--- config.mk ---
export PLATFORM = sky130hd
export DESIGN_NAME = t05_bit_packer
export DESIGN_NICKNAME = d
export VERILOG_FILES = /design/src/rtl/t05_pkg.sv /design/src/rtl/t05_word_fifo.sv /design/src/rtl/t05_bit_packer.sv
export SDC_FILE = /design/constraint.sdc
export NUM_CORES = 1
export LEC_CHECK = 0
export ABC_CLOCK_PERIOD_IN_PS = 3860
export BUFFER_PORTS_ARGS = -buffer_cell sky130_fd_sc_hd__buf_4
export CAP_MARGIN = 25
export CORE_MARGIN = 2
export CORE_UTILIZATION = 59
export CTS_BUF_LIST = sky130_fd_sc_hd__clkbuf_16
export CTS_CLUSTER_DIAMETER = 120
export DETAILED_ROUTE_END_ITERATION = 12
export PLACE_DENSITY = 0.8
export SLEW_MARGIN = 20
export SYNTH_ARGS = -nofsm -noshare
export SYNTH_HDL_FRONTEND = slang
export SYNTH_SLANG_ARGS = --single-unit
--- constraint.sdc ---
create_clock -name clk -period 3.86 [get_ports clk]
set_input_delay 0.386 -clock clk [delete_from_list [all_inputs] [get_ports clk]]
set_output_delay 0.386 -clock clk [all_outputs]
set_load 0.01 [all_outputs]
--- src/rtl/t05_pkg.sv ---
// t05_pkg: definitions shared by the team_05 bit packer and its word FIFO.
//   ctrl_state_t : packer controller states (RUN, PAD, DRAIN)
//   WORD_W       : packed word width in bits
//   ADDR_STEP    : byte-address increment between consecutive words
package t05_pkg;

    typedef enum logic [1:0] {
        RUN   = 2'd0,
        PAD   = 2'd1,
        DRAIN = 2'd2
    } ctrl_state_t;

    localparam int          WORD_W    = 32;
    localparam logic [31:0] ADDR_STEP = 32'd4;

endpackage

--- src/rtl/t05_word_fifo.sv ---
// t05_word_fifo: synchronous show-ahead FIFO holding packed words.
//   clk, rst : clock, asynchronous active-high reset
//   clear    : synchronous flush of all entries
//   push/din : write din when push is high (dropped when full unless popping)
//   pop      : remove head entry (ignored when empty)
//   head     : current head entry, valid whenever empty is low
//   full, empty, count : occupancy status
module t05_word_fifo #(
    parameter  int WIDTH = 32,
    parameter  int DEPTH = 4,
    localparam int PTR_W = $clog2(DEPTH),
    localparam int CNT_W = PTR_W + 1
) (
    input  logic             clk,
    input  logic             rst,
    input  logic             clear,
    input  logic             push,
    input  logic [WIDTH-1:0] din,
    input  logic             pop,
    output logic [WIDTH-1:0] head,
    output logic             full,
    output logic             empty,
    output logic [CNT_W-1:0] count
);

    logic [WIDTH-1:0] mem [DEPTH];
    logic [PTR_W-1:0] wr_ptr;
    logic [PTR_W-1:0] rd_ptr;
    logic             do_push;
    logic             do_pop;

    assign full  = (count == CNT_W'(DEPTH));
    assign empty = (count == '0);

    // A full FIFO still accepts a push when the head leaves in the same cycle.
    assign do_pop  = pop && !empty;
    assign do_push = push && (!full || do_pop);

    // NOTE: sequential state is updated with non-blocking assignments only, so
    // every always_ff reads the pre-edge value of every register.
    always_ff @(posedge clk or posedge rst) begin
        if (rst) begin
            wr_ptr <= '0;
            rd_ptr <= '0;
            count  <= '0;
        end else if (clear) begin
            wr_ptr <= '0;
            rd_ptr <= '0;
            count  <= '0;
        end else begin
            if (do_push) wr_ptr <= wr_ptr + 1'b1;
            if (do_pop)  rd_ptr <= rd_ptr + 1'b1;
            case ({do_push, do_pop})
                2'b10:   count <= count + 1'b1;
                2'b01:   count <= count - 1'b1;
                default: count <= count;
            endcase
        end
    end

    // NOTE: the storage array has no reset; entries are only observable once
    // the pointers say they were written, so resetting them buys nothing.
    always_ff @(posedge clk) begin
        if (do_push) mem[wr_ptr] <= din;
    end

    assign head = mem[rd_ptr];

endmodule

--- src/rtl/t05_bit_packer.sv ---
// t05_bit_packer: packs a serial bit stream MSB-first into 32-bit words,
// buffers them in a word FIFO and drains them to SRAM over a req/ack port.
//   clk, rst        : clock, asynchronous active-high reset
//   start           : begin a new stream (clears counters, FIFO, address)
//   bit_valid/bit_in: one serial bit per cycle, never stalled
//   flush           : end of stream; pad and emit the partial word
//   mem_ack         : SRAM accepted the presented write
//   mem_req/addr/wdata/sel : SRAM write port
//   bits_written    : bits accepted since start
//   overflow        : sticky, a word was dropped on a full FIFO
//   busy            : not idle (controller, FIFO or partial word pending)
//   flush_done      : one-cycle pulse once a flush has fully drained
module t05_bit_packer
    import t05_pkg::*;
#(
    parameter logic [31:0] BASE_ADDR  = 32'h0000_0000,
    parameter int          FIFO_DEPTH = 4
) (
    input  logic        clk,
    input  logic        rst,
    input  logic        start,
    input  logic        bit_valid,
    input  logic        bit_in,
    input  logic        flush,
    input  logic        mem_ack,
    output logic        mem_req,
    output logic [31:0] mem_addr,
    output logic [31:0] mem_wdata,
    output logic [3:0]  mem_sel,
    output logic [31:0] bits_written,
    output logic        overflow,
    output logic        busy,
    output logic        flush_done
);

    localparam int CNT_W = $clog2(FIFO_DEPTH) + 1;

    ctrl_state_t       state;
    logic [WORD_W-1:0] shreg;
    logic [WORD_W-1:0] shreg_next;
    logic [WORD_W-1:0] merged;
    logic [WORD_W-1:0] push_data;
    logic [WORD_W-1:0] fifo_head;
    logic [4:0]        bit_cnt;
    logic [4:0]        bit_cnt_next;
    logic              pad_push;
    logic              word_push;
    logic              push;
    logic              pop;
    logic              fifo_full;
    logic              fifo_empty;
    logic [CNT_W-1:0]  fifo_count;

    // NOTE: every signal assigned here gets a default first, so no path can
    // leave one unassigned and infer a latch.
    always_comb begin
        merged          = shreg;
        merged[~bit_cnt] = bit_in;          // ~bit_cnt == 31 - bit_cnt
        shreg_next      = shreg;
        bit_cnt_next    = bit_cnt;
        pad_push        = (state == PAD) && (bit_cnt != 5'd0);
        word_push       = bit_valid && (bit_cnt == 5'd31) && !pad_push;
        push_data       = pad_push ? shreg : merged;

        if (pad_push) begin
            // The padded word leaves now; a stray bit starts the next word.
            shreg_next             = '0;
            shreg_next[WORD_W-1]   = bit_valid & bit_in;
            bit_cnt_next           = {4'd0, bit_valid};
        end else if (bit_valid) begin
            shreg_next   = word_push ? '0 : merged;
            bit_cnt_next = bit_cnt + 5'd1;
        end
    end

    assign push = !start && (pad_push || word_push);
    assign pop  = !start && mem_req && mem_ack;

    t05_word_fifo #(
        .WIDTH (WORD_W),
        .DEPTH (FIFO_DEPTH)
    ) u_fifo (
        .clk   (clk),
        .rst   (rst),
        .clear (start),
        .push  (push),
        .din   (push_data),
        .pop   (pop),
        .head  (fifo_head),
        .full  (fifo_full),
        .empty (fifo_empty),
        .count (fifo_count)
    );

    // Port outputs decode registered FIFO state only; wdata is gated so that
    // the unreset storage never shows through while idle.
    assign mem_req   = !fifo_empty;
    assign mem_sel   = mem_req ? 4'hF : 4'h0;
    assign mem_wdata = mem_req ? fifo_head : '0;
    assign busy      = (state != RUN) || (fifo_count != '0) || (bit_cnt != 5'd0);

    always_ff @(posedge clk or posedge rst) begin
        if (rst) begin
            state        <= RUN;
            shreg        <= '0;
            bit_cnt      <= '0;
            bits_written <= '0;
            overflow     <= 1'b0;
            mem_addr     <= BASE_ADDR;
            flush_done   <= 1'b0;
        end else if (start) begin
            state        <= RUN;
            shreg        <= '0;
            bit_cnt      <= '0;
            bits_written <= '0;
            overflow     <= 1'b0;
            mem_addr     <= BASE_ADDR;
            flush_done   <= 1'b0;
        end else begin
            shreg      <= shreg_next;
            bit_cnt    <= bit_cnt_next;
            flush_done <= 1'b0;

            if (bit_valid) bits_written <= bits_written + 32'd1;
            if (push && fifo_full && !pop) overflow <= 1'b1;
            if (pop) mem_addr <= mem_addr + ADDR_STEP;

            case (state)
                RUN:     if (flush) state <= PAD;
                PAD:     state <= DRAIN;
                DRAIN: begin
                    if (fifo_empty) begin
                        flush_done <= 1'b1;
                        state      <= RUN;
                    end
                end
                default: state <= RUN;
            endcase
        end
    end

endmodule

# ---- Yosys cells after proc, flatten, opt, wreduce, memory -nomap -nowiden
# Memories as Yosys holds them, arrays and structs flattened.
# Index checks and enable logic that the tools add are counted.
dict set report word_totals {
  word_cells 97
  mem_count 1
  inputBits 7
  ramBits 128
  reg_bits 112
}
dict set report op_classes {
  n_bitwise 2
  addsub 7
  reduce_logical 33
  n_lt_le_gt_ge 2
  n_mux 34
  eq_ne 8
}
# name words width rd rd_clocked_by_memory_dff write_ports line_no
set mem_list {}
lappend mem_list {u_fifo.mem 4 32 1 0 1 t05_word_fifo.sv:26} ;# logic [WIDTH-1:0] mem [DEPTH];
# cell count
set ops {}
lappend ops {{$mux W32} 10}
lappend ops {{$add A32 B1 Y32 const B} 1}
lappend ops {{$add A32 B3 Y32 const B} 1}
lappend ops {{$bwmux W32} 1}
lappend ops {{$mux W5} 3}
lappend ops {{$mux W2} 7}
lappend ops {{$reduce_bool A2 Y1} 6}
lappend ops {{$logic_and A1 B1 Y1} 11}
lappend ops {{$reduce_bool A3 Y1} 3}
lappend ops {{$mux W1} 8}
lappend ops {{$lt A5 B6 Y1 const B} 1}
lappend ops {{$ne A3 B3 Y1 const B} 2}
lappend ops {{$pmux W2 S3} 1}
lappend ops {{$pmux W3 S2} 1}
lappend ops {{$add A5 B1 Y5 const B} 1}
lappend ops {{$demux W1 S5} 1}
lappend ops {{$eq A5 B5 Y1 const B} 1}
lappend ops {{$ge A5 B1 Y1 const B} 1}
lappend ops {{$logic_not A1 Y1} 5}
lappend ops {{$not A5 Y5} 1}
lappend ops {{$reduce_bool A5 Y1} 1}
lappend ops {{$add A2 B1 Y2 const B} 2}
lappend ops {{$eq A2 B1 Y1 const B} 2}
lappend ops {{$eq A2 B2 Y1 const B} 2}
lappend ops {{10 further kinds} 13}

# ---- Longest topological paths before layout
# Gate-level depths: netlist of run 1.
dict set report logic_depth {
  ltp_word 10
  ltp_mapped 11
}

# ---- Modules after synthesis
# From an unflattened synthesis of run 1, not the netlist that was laid out.
dict set report unflattened {
  cells_unflattened 950
  area_unflattened_um2 11563.6
}
# mod cells_per_inst instances area_per_inst_um2
set modules_own_cells {}
lappend modules_own_cells {t05_bit_packer 719 1 6402.4}
lappend modules_own_cells {t05_word_fifo 231 1 5161.2}

# ---- Worst setup path after synthesis of run 1
# Ideal clock, no wire load.
dict set report synth_timing {
  path_kind {register to register}
  start {reg bit_cnt[0]}
  end {reg u_fifo.count[2]}
  t_arrival_ns 2.819
  setup_time_ns 0.082
  stages_incl_launch_ff 9
  n_path_buf 0
  setup_slack_ns 0.959
  period_less_slack_ns 2.901
  t_required_ns 3.778
  path_cell_list {dfrtp_1 -> inv_1 -> ha_1 -> nor4b_1 -> o21ai_0 -> or3_1 -> fa_1 -> or3_1 -> a31oi_1}
}
dict set report synth_via {
  elab_chain_cells 10
}
# element line_no
set synth_rtl {}
lappend synth_rtl {{from (decl)} t05_bit_packer.sv:44} ;# logic [4:0] bit_cnt;
lappend synth_rtl {{from (signal assigned)} t05_bit_packer.sv:121} ;# bit_cnt <= bit_cnt_next;
lappend synth_rtl {{$reduce_bool A5 Y1} t05_bit_packer.sv:61} ;# pad_push = (state == PAD) && (bit_cnt != 5'd0);
lappend synth_rtl {{$logic_and A1 B1 Y1} t05_bit_packer.sv:61}
lappend synth_rtl {{$logic_not A1 Y1} t05_bit_packer.sv:62} ;# word_push = bit_valid && (bit_cnt == 5'd31) && !pad_push;
lappend synth_rtl {{$logic_and A1 B1 Y1} t05_bit_packer.sv:62}
lappend synth_rtl {{$logic_or A1 B1 Y1 (*)} t05_bit_packer.sv:76} ;# assign push = !start && (pad_push || word_push);
lappend synth_rtl {{$logic_and A1 B1 Y1 (*)} t05_bit_packer.sv:76}
lappend synth_rtl {{$logic_and A1 B1 Y1 (*)} t05_word_fifo.sv:37} ;# assign do_push = push && (!full || do_pop);
lappend synth_rtl {{$eq A2 B1 Y1 or $eq A2 B2 Y1 (tied branches)} t05_word_fifo.sv:53} ;# case ({do_push, do_pop})
lappend synth_rtl {{$pmux W3 S2} t05_word_fifo.sv:53}
lappend synth_rtl {{$mux W3} t05_word_fifo.sv:46} ;# end else if (clear) begin
lappend synth_rtl {{to (signal assigned)} t05_word_fifo.sv:54} ;# 2'b10: count <= count + 1'b1;
lappend synth_rtl {{to (signal assigned)} t05_word_fifo.sv:55} ;# 2'b01: count <= count - 1'b1;
lappend synth_rtl {{to (signal assigned)} t05_word_fifo.sv:56} ;# default: count <= count;
lappend synth_rtl {{to (decl)} t05_word_fifo.sv:23} ;# output logic [CNT_W-1:0] count
# Mark *: on every way between the ends. The rest lies on a longest branch, timed or not.
# A chain may end at the register's enable or synchronous reset.

# ---- Worst setup path in the final report of run 1
dict set report layout_timing {
  start {reg bit_cnt[1]}
  end {mem u_fifo.mem[0][18], enable pin}
}
dict set report layout_via {
  elab_chain_cells 9
}
# element line_no
set layout_rtl {}
lappend layout_rtl {{$reduce_bool A5 Y1} t05_bit_packer.sv:61}
lappend layout_rtl {{$logic_and A1 B1 Y1} t05_bit_packer.sv:61}
lappend layout_rtl {{$logic_not A1 Y1} t05_bit_packer.sv:62}
lappend layout_rtl {{$logic_and A1 B1 Y1} t05_bit_packer.sv:62}
lappend layout_rtl {{$logic_or A1 B1 Y1 (*)} t05_bit_packer.sv:76}
lappend layout_rtl {{$logic_and A1 B1 Y1 (*)} t05_bit_packer.sv:76}
lappend layout_rtl {{$logic_and A1 B1 Y1 (*)} t05_word_fifo.sv:37}
lappend layout_rtl {{$mux W1 (*)} t05_word_fifo.sv:64} ;# if (do_push) mem[wr_ptr] <= din;
lappend layout_rtl {{$mux W1 (not written as such) (*)} t05_word_fifo.sv:64}
lappend layout_rtl {{to (decl)} t05_word_fifo.sv:26}
# Marks and branches as above.

==> flow_metrics.env, run 1 <==
export IMPL_period_minus_slack_ns=3.26
export IMPL_ctsHoldBuffers=0
export IMPL_synth_edf_count=128
export IMPL_setup_violations=0
export IMPL_leakage_nw=5.17
export IMPL_final_hold_violation_count=0
export IMPL_cap_viol_max_count=0
export IMPL_powerDensity_nw_per_um2=462
export IMPL_start_util_pct=59.8
export IMPL_dp_hpwl_um=14800
export IMPL_fmax_mhz=307
export IMPL_netlist_area_um2=11100
export IMPL_crit_path_cell_trace="ha_1 > and3_1 > ha_1 > nand2_1 > a21boi_0 > nor3_1 > and2_1 > buf_4"
export IMPL_grt_use_total_pct=23.3
export IMPL_firstDrtPassIters=8
export IMPL_yosysMostFrequentCell="edfxtp_1"
export IMPL_rrSetupSlack_ns=0.60
export IMPL_cp_num_buf_inv=1
export IMPL_io_buffers=108
export IMPL_r2r_end="u_fifo.mem[0][18]"
export IMPL_vias_per_cell=5.98
export IMPL_cp_max_fo=20
export IMPL_rows=50
export IMPL_nets=1017
export IMPL_fin_crit_sh_pct=84.4
export IMPL_numCtsBuffers=24
export IMPL_ys_ff_latch=238
export IMPL_ys_top_cells_by_area="edfxtp_1 35%, dfrtp_1 25%, mux4_2 6.5%"
export IMPL_placed_area_um2=12200
export IMPL_drtAntennaViolNets=0
export IMPL_yosysTopAreaCell="edfxtp_1"
export IMPL_drtIter0Drc=634
export IMPL_routed_wl_um=23100
export IMPL_r2r_cells=8
export IMPL_hold_path_class="input pin to asynchronous set/reset pin"
export IMPL_grt_max_degree=84
export IMPL_cp_start_kind="flop"
export IMPL_worst_pin_slew_ns=0.941
export IMPL_clock_sinks=238
export IMPL_dieArea_um2=20000
export IMPL_path_common_cell="ha_1"
export IMPL_ys_async_sr_fraction_pct=46.2
export IMPL_crit_family="simple AND/OR/NAND/NOR gates"
export IMPL_post_cts_resized=0
export IMPL_syn_inst=905
export IMPL_crit_path_end_kind="flop"
export IMPL_final_cells=1250
export IMPL_antenna_found_initial=0
export IMPL_path_clk_slew_ns=0.06
export IMPL_skew_ns=0.0118
export IMPL_place_gp_congestion=0.818
export IMPL_root_buffer="clkbuf_16"
export IMPL_maxSlewHeadroom_pct=36.7
export IMPL_worstPathArrival_ns=3.43
export IMPL_yosysWarnings=0
export IMPL_yosysSeqAreaShare_pct=59.2
export IMPL_post_cts_setup_buffers=0
export IMPL_slowest_delay_ns=0.63
export IMPL_synth_area_per_cell_um2=12.3
export IMPL_cp_slowest_cell="and2_1"
export IMPL_area_growth_pct=16.0
export IMPL_drv_slew=0
export IMPL_drive_above_1_share_pct=22.6
export IMPL_reg2reg_from="bit_cnt[1]"
export IMPL_drc=0
export IMPL_yosys_area_top_type_share_pct=34.5
export IMPL_grt_first_pass_wirelength_um=37400
export IMPL_rsz0062_at_grt="no"
export IMPL_setup_tns_ns=0
export IMPL_dp_cells=1206
export IMPL_htree_levels=1
export IMPL_die_h_um=141
export IMPL_critPathRequiredTime_ns=4.03
export IMPL_total_power_mw=5.97
export IMPL_num_io_pins=111
export IMPL_status="finished, final reports clean"
export IMPL_die_w_um=141
export IMPL_fin_area_um2=12900
export IMPL_synthDistinctLibCells=44
export IMPL_wl_per_cell_um=18.5
export IMPL_antenna_cells=0
export IMPL_overflow=0
export IMPL_setup_worst_path_class="flop to flop"
export IMPL_ctsLongestPathBuffers=3
export IMPL_insertion_delay_ns=0.51
export IMPL_grt_pass1_vias=7293
export IMPL_routed_via_count=7476
export IMPL_vdd_drop_max_mv=0.278
export IMPL_ys_top_cells_by_count="128 x edfxtp_1, 110 x dfrtp_1, 63 x nor2_1"
export IMPL_synth_flop_cell="edfxtp_1"
export IMPL_tritoncts="built"
export IMPL_coreArea_um2=18600
[registers in the layout (all words and copies together), names as in the netlist, 2 cells and up]
| name | count |
|---|---|
| bit_cnt | 5 |
| bits_written | 32 |
| u_fifo.mem | 128 |
| shreg | 32 |
| state | 2 |
| mem_addr | 30 |
| u_fifo.count | 3 |
| u_fifo.rd_ptr | 2 |
| u_fifo.wr_ptr | 2 |
[worst reg2reg max path, cell delays in order (launching register included)]
cell	delay [ns]
dfrtp_1	0.41
ha_1	0.32
and3_1	0.20
ha_1	0.25
nand2_1	0.08
a21boi_0	0.20
nor3_1	0.38
and2_1	0.63
buf_4	0.44
[stage by stage]
step / hold slack (ns) / utilization, % / worst slack [ns]
after floorplan: 0.474 / - / 0.572
after global placement: 0.465 / 65.2 / 0.767
after detailed placement: 0.487 / 65.2 / 0.619
after CTS: 0.0374 / 69.3 / 0.587
after global routing: 0.0789 / 69.3 / 0.325
final: 0.0116 / 69.3 / 0.602
[worst max-delay path by stage]
stage	cells past startpoint	slack, ns	to	start
finish	8	0.60	u_fifo.mem[0][18]	bit_cnt[1]
global route	8	0.32	u_fifo.mem[2][12]	bit_cnt[1]
floorplan	1	0.57	bit_cnt[0]	rst
global placement	8	0.77	u_fifo.mem[0][30]	bit_cnt[1]
CTS	8	0.59	u_fifo.mem[0][20]	bit_cnt[1]
detailed placement	8	0.62	u_fifo.mem[0][29]	bit_cnt[1]
[report_power, final]
part,internal (mW),switching (mW),leakage [nW]
Combinational,0.479,0.487,2.06
Sequential,2.70,0.0689,2.71
Clock,1.30,0.942,0.398
Total,4.48,1.50,5.17
[logic make-up after synthesis]
family | synth area share [%]
AND/OR/NAND/NOR | 15.0
flip-flops | 59.2
AO/OA/AOI/OAI | 6.80
buffers and inverters | 3.76
multiplexers | 12.0
XOR/XNOR | 1.81
adder cells (fa/ha/maj) | 1.42
other | 0.0337
[cell usage in the layout, fill, tap and decap left out, types with 10 or more instances in the layout]
master     instances
a21oi_1           58
and2_1            40
buf_4            123
clkbuf_16         25
dfrtp_1          109
edfxtp_1         128
ha_1              11
inv_1             49
mux2_2            33
mux2i_1           24
mux4_2            32
nand2_1           43
nand2b_1          22
nand3_1           38
nand4_1           24
nor2_1            62
nor3_1            13
nor4_1            10
o21ai_0           15
o22ai_1           31
o31ai_1           13
or3_1             14
or4_1             14
xnor2_1           12
xor2_1            11
[layer usage]
metal  vias up  global-route usage (%)  part of all wire (%)
met4         0                    6.58                   2.2
met5         -                       0                     0
li1       3514                       -                     -
met1      3668                    32.7                    43
met3        47                    4.45                   6.4
met2       247                    37.8                    48
[cell type report]
type / count / area [µm²]
multi-input combinational: 565 / 4140
tap: 234 / 293
inverter: 44 / 168
fill: 1260 / 5720
timing repair buffer: 125 / 963
sequential: 238 / 6600
clock inverter: 19 / 139
clock buffer: 25 / 626
No activity file was read; power rests on OpenSTA's default activity.
==> run 2, diff against run 1 <==
--- a/config.mk
+++ b/config.mk
@@ -5,15 +5,16 @@
 export SDC_FILE = /design/constraint.sdc
 export NUM_CORES = 1
 export LEC_CHECK = 0
-export ABC_CLOCK_PERIOD_IN_PS = 3860
+export ABC_AREA = 1
+export ABC_CLOCK_PERIOD_IN_PS = 2900
 export BUFFER_PORTS_ARGS = -buffer_cell sky130_fd_sc_hd__buf_4
 export CAP_MARGIN = 25
 export CORE_MARGIN = 2
-export CORE_UTILIZATION = 59
+export CORE_UTILIZATION = 54
 export CTS_BUF_LIST = sky130_fd_sc_hd__clkbuf_16
 export CTS_CLUSTER_DIAMETER = 120
 export DETAILED_ROUTE_END_ITERATION = 12
-export PLACE_DENSITY = 0.8
+export PLACE_DENSITY = 0.77
 export SLEW_MARGIN = 20
 export SYNTH_ARGS = -nofsm -noshare
 export SYNTH_HDL_FRONTEND = slang
==> constraint.sdc (replaced) <==
create_clock -name clk -period 2.9 [get_ports clk]
set_input_delay 0.29 -clock clk [delete_from_list [all_inputs] [get_ports clk]]
set_output_delay 0.29 -clock clk [all_outputs]
set_load 0.01 [all_outputs]
==> run 2 against run 1 <==
  * Sequential share of layout area is 3.1 points lower
  * Flip-flop and latch count unchanged
  * Sequential power is 32% higher
  * Routed wire length increased by 23%
  * Power increased by 48%
  * First-iteration DRC count up 23%
==> flow_metrics.env, run 2 <==
export IMPL_final_cells=1787
export IMPL_die_w_um=152
export IMPL_ctsLongestPathBuffers=3
export IMPL_hp_start="flush"
export IMPL_period_minus_slack_ns=2.51
export IMPL_synthDistinctLibCells=43
export IMPL_reg2reg_from="bit_cnt[0]"
export IMPL_final_common_cell="nand2_1"
export IMPL_place_gp_congestion=0.895
export IMPL_setup_violations=0
export IMPL_worst_pin_slew_ns=0.747
export IMPL_yosys_area_top_type_share_pct=32.5
export IMPL_leakage_nw=5.65
export IMPL_top_register="u_fifo.mem"
export IMPL_insertion_delay_ns=0.51
export IMPL_fin_crit_sh_pct=86.6
export IMPL_final_cell_mix="297 x nand2_1, 255 x nor2_1, 158 x o21ai_0"
export IMPL_clock_sinks=238
export IMPL_io_buffers=108
export IMPL_holdWs_ns=0.0178
export IMPL_r2r_cells=12
export IMPL_syn_inst=1394
export IMPL_antenna_cells=0
export IMPL_r2r_end="u_fifo.count[2]"
export IMPL_routed_wl_um=28400
export IMPL_cap_viol_max_count=0
export IMPL_synth_flop_cell="edfxtp_1"
export IMPL_synthSimpleGateAreaFrac_pct=23.1
export IMPL_critPathRequiredTime_ns=2.61
export IMPL_drtIter0Drc=777
export IMPL_vias_per_cell=5.49
export IMPL_worstPathArrival_ns=2.22
export IMPL_post_cts_resized=0
export IMPL_synth_area_per_cell_um2=8.49
export IMPL_hold_path_class="input pin to flop"
export IMPL_path_clk_slew_ns=0.06
export IMPL_antenna_found_initial=0
export IMPL_crit_path_start="u_fifo.rd_ptr[0]"
export IMPL_drtAntennaViolNets=0
export IMPL_rrSetupSlack_ns=0.46
export IMPL_maxSlewHeadroom_pct=50.1
export IMPL_synth_xor_area_share_pct=0.222
export IMPL_firstDrtPassIters=10
export IMPL_grt_use_total_pct=24.4
export IMPL_tritoncts="built"
export IMPL_netlist_area_um2=11800
export IMPL_post_place_ws_ns=0.481
export IMPL_wl_per_cell_um=15.9
export IMPL_yosysTopAreaCell="edfxtp_1"
export IMPL_fmax_mhz=398
export IMPL_synth_compound_area_share_pct=12.5
export IMPL_rsz0062_at_grt="no"
export IMPL_skew_ns=0.0103
export IMPL_powerDensity_nw_per_um2=642
export IMPL_cp_max_fo=65
export IMPL_htree_levels=1
export IMPL_final_hold_violation_count=0
export IMPL_synth_mux_area_share_pct=0.0846
export IMPL_vdd_drop_max_mv=0.378
export IMPL_dp_hpwl_um=18400
export IMPL_setup_slack_ns=0.389
export IMPL_numCtsBuffers=25
export IMPL_status="finished, final reports clean"
export IMPL_synth_edf_count=128
export IMPL_grt_max_degree=66
export IMPL_die_h_um=152
export IMPL_drc=0
export IMPL_yosysWarnings=0
export IMPL_yosysMostFrequentCell="nand2_1"
export IMPL_overflow=0
export IMPL_coreArea_um2=21700
export IMPL_num_io_pins=111
export IMPL_reg_top3="u_fifo.mem (128), bits_written (32), shreg (32)"
export IMPL_setup_worst_path_class="flop to output pin"
export IMPL_grt_pass1_vias=9384
export IMPL_ys_async_sr_fraction_pct=46.2
export IMPL_drv_slew=0
export IMPL_area_growth_pct=16.2
export IMPL_crit_path_end_kind="output pin"
export IMPL_ys_top_cells_by_count="297 x nand2_1, 259 x nor2_1, 158 x o21ai_0"
export IMPL_yosysSeqAreaShare_pct=55.7
export IMPL_largest_register_ffs=128
export IMPL_drive_above_1_share_pct=13.4
export IMPL_cp_start_kind="flop"
export IMPL_crit_end="mem_wdata[28]"
export IMPL_synth_fa_ha_area_share_pct=1.33
export IMPL_root_buffer="clkbuf_16"
export IMPL_fin_util_pct=63.4
export IMPL_dieArea_um2=23100
export IMPL_ys_ff_latch=238
export IMPL_grt_first_pass_wirelength_um=47100
export IMPL_synth_top_family_by_area="simple AND/OR/NAND/NOR gates"
export IMPL_rows=54
export IMPL_post_cts_setup_buffers=0
export IMPL_start_util_pct=54.6
export IMPL_fillers=1806
export IMPL_ys_top_cells_by_area="edfxtp_1 32%, dfrtp_1 23%, nand2_1 9.4%"
export IMPL_routed_via_count=9807
export IMPL_nets=1508
export IMPL_dp_cells=1741
run 2: cell types whose count changed after synthesis, moves of 15 or more:
cell      before  now
inv_1         44  126
nor2_1        63  259
nand2_1       43  297
and2_1        40    0
mux2i_1       24    1
o21ai_0       15  158
nand2b_1      22    0
nand3_1       38   53
mux4_2        32    0
mux2_2        33    0
run 2: cell type report:
type	count	area, µm²	area share (%)
flip-flops and latches	238	6600	48.0
well taps	280	350	2.55
repair buffers	131	1060	7.71
clock buffers	25	626	4.55
multi-input cells	960	4420	32.1
clock inverters	20	200	1.46
inverters	133	503	3.66
run 2: kinds of logic after synthesis:
logic type      after synthesis
mux                           1
xor+xnor                      3
compound gates              276
other cells                   1
fa+ha+maj                    12
buf+inv                     197
flops                       238
simple gates                666
run 2: through the flow:
| stage | total power [mW] | instance area, µm² | setup TNS, ns |
|---|---|---|---|
| after floorplan | 4.89 | 11800 | -39.67 |
| after global placement | 5.64 | 12900 | 0 |
| after detailed placement | 5.68 | 12900 | 0 |
| after CTS | 8.89 | 13800 | 0 |
| after global routing | 9.23 | 13800 | 0 |
| final | 8.83 | 13800 | 0 |
run 2: worst min-delay path by stage:
| stage | endpoint | slack, ns | cells past startpoint |
|---|---|---|---|
| 2_1_floorplan | state[0] | 0.43 | 2 |
| 3_3_place_gp | shreg[8] | 0.47 | 2 |
| 3_5_place_dp | bits_written[28] | 0.47 | 2 |
| 4_1_cts | state[0] | 0.003 | 3 |
| 5_1_grt | state[0] | 0.01 | 3 |
| 6_report | state[0] | 0.02 | 3 |
run 2: timing repair:
action                                  CTS  global route
endpoints found under the hold margin    29             0
endpoints found under the setup margin    0             0
hold buffers                              1             0
run 2: worst max-delay path, cell delays in order, from the launching register on:
cell and delay (ns):
dfrtp_2 0.36, buf_4 0.55, nor2_1 0.11, nor2_1 0.13, o21ai_0 0.14, a21oi_1 0.25
buf_4 0.16
run 2: per-layer routing:
metal / global-route usage [%] / vias up / wire [µm]
met5: 0 / - / 0
met1: 33.1 / 4627 / 12100
met4: 6.36 / 0 / 544
met3: 3.62 / 46 / 1890
met2: 41.4 / 329 / 13900
li1: - / 4805 / -
run 2: power breakdown:
group          internal (mW)  total (mW)  switching [mW]
sequential              3.60        3.65          0.0504
clock                   1.92        3.21            1.29
combinational          0.732        1.96            1.23
total                   6.26        8.83            2.57
